**src/rtl/pow_to_number.sv**
```systemverilog
// Decodes an exponent into the one-hot value 1 << pow by walking a single set bit
// one position per clock, with valid/ready handshakes on both sides.
module pow_to_number #(
   parameter int WIDTH = 8,
   parameter int POW_W = 3
) (
   input  logic             clk,
   input  logic             rst,
   input  logic             in_valid,
   output logic             in_ready,
   input  logic [POW_W-1:0] pow,
   output logic             out_valid,
   input  logic             out_ready,
   output logic [WIDTH-1:0] number,
   output logic             err
);

   typedef enum logic [1:0] {
      IDLE,
      SHIFT,
      DONE
   } state_t;

   // One extra bit so the out-of-range compare cannot wrap when 2**POW_W == WIDTH.
   localparam logic [POW_W:0] LIMIT = (POW_W + 1)'(WIDTH);

   state_t             state, state_nxt;
   logic [POW_W-1:0]   cnt, cnt_nxt;
   logic [WIDTH-1:0]   number_nxt;
   logic               err_nxt;

   always_comb begin
      // NOTE: every signal gets a default before the case so no path can infer a latch.
      state_nxt  = state;
      cnt_nxt    = cnt;
      number_nxt = number;
      err_nxt    = err;
      in_ready   = 1'b0;
      out_valid  = 1'b0;

      unique case (state)
         IDLE: begin
            in_ready = 1'b1;
            if (in_valid) begin
               if ({1'b0, pow} >= LIMIT) begin
                  number_nxt = '0;
                  err_nxt    = 1'b1;
                  state_nxt  = DONE;
               end else begin
                  number_nxt = WIDTH'(1);
                  cnt_nxt    = pow;
                  err_nxt    = 1'b0;
                  state_nxt  = SHIFT;
               end
            end
         end
         SHIFT: begin
            if (cnt == '0) begin
               state_nxt = DONE;
            end else begin
               number_nxt = number << 1;
               cnt_nxt    = cnt - POW_W'(1);
            end
         end
         DONE: begin
            out_valid = 1'b1;
            if (out_ready) state_nxt = IDLE;
         end
         default: state_nxt = IDLE;
      endcase
   end

   always_ff @(posedge clk) begin
      // NOTE: state registers use non-blocking assignments so all of them update together.
      if (rst) begin
         state  <= IDLE;
         cnt    <= '0;
         number <= '0;
         err    <= 1'b0;
      end else begin
         state  <= state_nxt;
         cnt    <= cnt_nxt;
         number <= number_nxt;
         err    <= err_nxt;
      end
   end

endmodule
```
**config.mk**
```make
export PLATFORM = sky130hd
export DESIGN_NAME = pow_to_number
export DESIGN_NICKNAME = d
export VERILOG_FILES = /design/src/rtl/pow_to_number.sv
export SDC_FILE = /design/constraint.sdc
export NUM_CORES = 1
export LEC_CHECK = 0
export BUFFER_PORTS_ARGS = -buffer_cell sky130_fd_sc_hd__buf_2
export CORE_UTILIZATION = 49
export CTS_BUF_LIST = sky130_fd_sc_hd__clkbuf_16
export DETAILED_ROUTE_END_ITERATION = 8
export GPL_ROUTABILITY_DRIVEN = 0
export PLACE_DENSITY = 0.75
export SYNTH_ARGS = -nofsm -noshare
export SYNTH_HDL_FRONTEND = slang
export SYNTH_SLANG_ARGS = --single-unit
```
**constraint.sdc**
```tcl
create_clock -name clk -period 1.65 [get_ports clk]
set_input_delay 0.2475 -clock clk [delete_from_list [all_inputs] [get_ports clk]]
set_output_delay 0.2475 -clock clk [all_outputs]
set_load 0.02 [all_outputs]
```
==> out/results.tsv <==
stage	metric	value	unit
logic_synthesis	synth_area	678	um^2
logic_synthesis	synth_top_cell_area_share	38.4	%
placement	dp_hpwl	851	um
cells_and_area	fin_nets	100	
sta	fin_hold_ws	0.331	ns
die	dieWidth	39.2	um
critical_path	start_kind	flip-flop	
sta	fin_crit	1.51	ns
power_and_ir_drop	p_clk_share	43.1	%
sta	fmax	663	MHz
drt	via_count	525	
drt	drtIter0Drc	2	
cts	cts_made_buffers	3	
drt	wl_met3	46	um
drt	highest-signal-layer	met4	
logic_synthesis	syn_area_per_cell	9.29	um^2
min_path	hp-class	in -> reg	
cts	cts-resized-gates	0	
drt	dr.pass1.iters	2	
cts	postCtsSetupRepairBufs	0	
power_and_ir_drop	p_comb_share	21.7	%
global_route	grt_pass1_wl	1950	um
power_and_ir_drop	power_density	1250	nW/um^2
power_and_ir_drop	seq_power_share	35.2	%
cts	cts_max_level	1	
logic_synthesis	ys_top_cells_by_area	dfxtp_1 (38%), mux2i_1 (12%), and2_1 (5.5%), nor2b_1 (5.5%), nor2_1 (5.0%)	
logic_synthesis	synth_warnings	0	
cts	cts_tree	built	
power_and_ir_drop	p_switching	0.277	mW
critical_path	worstPathMaxFanout	12	
die	die-area	1540	um^2
global_route	antenna_found_initial	0	
placement	portBuffers	16	
logic_synthesis	ys_ff_latch	13	
global_route	gr-total-overflow	0	
drt	route.detailed.drc	0	
drt	ant_nets	0	
cts	ctsRootBufferMaster	clkbuf_16	
sta	skew	0.000681	ns
power_and_ir_drop	vdd_drop_max	0.757	mV
cts	clk_latency	0.24	ns
sta	drv_slew	0	
cts	hold_buffers	0	
sta	setup_viol	0	
cts	clock_sink_count	13	
die	ios	18	
cts	clk_path_buf_depth	2	
run	drv_cap	0	
critical_path	cp.arrival	1.63	ns
power_and_ir_drop	p_leak	0.392	nW
logic_synthesis	synth.largest_area_cell	dfxtp_1	
sta	rsz0062_at_grt	no	
global_route	grt_max_degree	14	
power_and_ir_drop	p_int	0.767	mW
logic_synthesis	synth_cell_type_count	25	
critical_path	critPathCaptureType	flip-flop	
die	core	1300	um^2
drt	routed_wl	1210	um
cells_and_area	final_common_cell	buf_2	
drt	wire_per_inst	11.5	um
die	std_cell_rows	13	
die	fp.dieH	39.2	um
critical_path	crit_type	reg -> reg	
drt	met2_length	581	um
logic_synthesis	synth_cells	73	
sta	finalCritPeriodShare	91.4	%
critical_path	required	1.78	ns
logic_synthesis	synth_seq_area_share	38.4	%
drt	viasPerCell	5.00	
cells_and_area	drive_above_1_share	30.0	%
sta	fin_setup_tns	0	ns
cts	clkTransAtPathRegs	0.04	ns
cells_and_area	final_cell_mix	buf_2 (16), dfxtp_1 (13), nor2_1 (9)	
run_status	outcome	finished clean	
global_route	grt_usage	19.8	%
drt	wl_met1	542	um
sta	hold_viol_final	0	
cells_and_area	num_antenna_cells	0	
logic_synthesis	synth_fp_nets	82	
global_route	grt_pass1_vias	460	
cells_and_area	syn_to_final_growth	22.7	%
die	initial_core_util	52.1	%
power_and_ir_drop	sw_frac_of_total	26.5	%
-- area by class of cell --
class,instances,area [um^2]
fill,114,469
multi-input combinational,52,368
sequential,13,260
timing repair buffer,18,95.1
clock buffer,3,75.1
tap,15,18.8
inverter,3,11.3
clock inverter,1,3.75
-- critical path: stages (launching register included) --
cell	delay [ns]
dfxtp_1	0.35
inv_1	0.07
ha_1	0.19
nor2b_1	0.17
a21oi_2	0.14
buf_4	0.21
mux2i_1	0.22
nor2_1	0.05
-- cell usage after synthesis --
cell type  count
dfxtp_1       13
nor2_1         9
mux2i_1        8
and2_1         6
nor2b_1        6
a21oi_1        3
inv_1          3
a21oi_2        2
buf_6          2
ha_1           2
nand2_1        2
nand2b_1       2
o21ai_0        2
o21bai_1       2
a22oi_1        1
and2_0         1
buf_2          1
buf_4          1
clkbuf_1       1
conb_1         1
mux2_2         1
nor2b_2        1
nor3b_1        1
o211ai_2       1
o21bai_4       1
-- path summary, 6_finish.rpt --
| kind | slack (ns) | cells past startpoint | start | end |
|---|---|---|---|---|
| setup / recovery | 0.14 | 7 | cnt[0] | number[7] |
| hold / removal | 0.33 | 2 | rst | cnt[1] |
| setup reg to reg | 0.14 | 7 | cnt[0] | number[7] |
| hold reg to reg | 0.49 | 2 | cnt[1] | cnt[1] |
-- power groups by stage --
stage / registers (mW) / logic [mW] / clock network [mW]
floorplan: 0.366 / 0.194 / 0
global placement: 0.372 / 0.223 / 0
detailed placement: 0.374 / 0.225 / 0
CTS: 0.368 / 0.230 / 0.455
global route: 0.372 / 0.252 / 0.468
finish: 0.368 / 0.227 / 0.450
-- sequential cells by signal, indices dropped and copies added (netlist names) --
| signal | cells |
|---|---|
| cnt | 3 |
| number | 8 |
| state | 2 |
-- metrics by stage --
| stage | cell area [um^2] | instances | total power, mW | setup WS [ns] | util [%] |
|---|---|---|---|---|---|
| floorplan | 678 | 73 | 0.560 | 0.267 | - |
| global placement | 753 | 101 | 0.595 | 0.212 | 57.9 |
| detailed placement | 753 | 101 | 0.599 | 0.166 | 57.9 |
| CTS | 832 | 105 | 1.05 | 0.136 | 63.9 |
| global route | 832 | 105 | 1.09 | 0.0346 | 63.9 |
| finish | 832 | 105 | 1.04 | 0.142 | 63.9 |
-- kinds of logic (layout without fill, tap and decap cells) --
kind of cell / after synthesis / in the layout / synth area share, %
DFF: 13 / 13 / 38.4
adders and majority gates: 2 / 2 / 3.69
AOI/OAI and AO/OA: 12 / 12 / 14.2
muxes: 9 / 9 / 13.5
buffers and inverters: 8 / 25 / 7.38
other: 1 / 1 / 0.553
and+or+nand+nor: 28 / 28 / 22.3
-- metal layers --
metal,vias up,GRT usage [%]
met4,0,15.5
met2,13,30.0
met5,-,0
li1,269,-
met1,238,23.2
met3,5,5.20
Power figures use the tool's default switching activity.
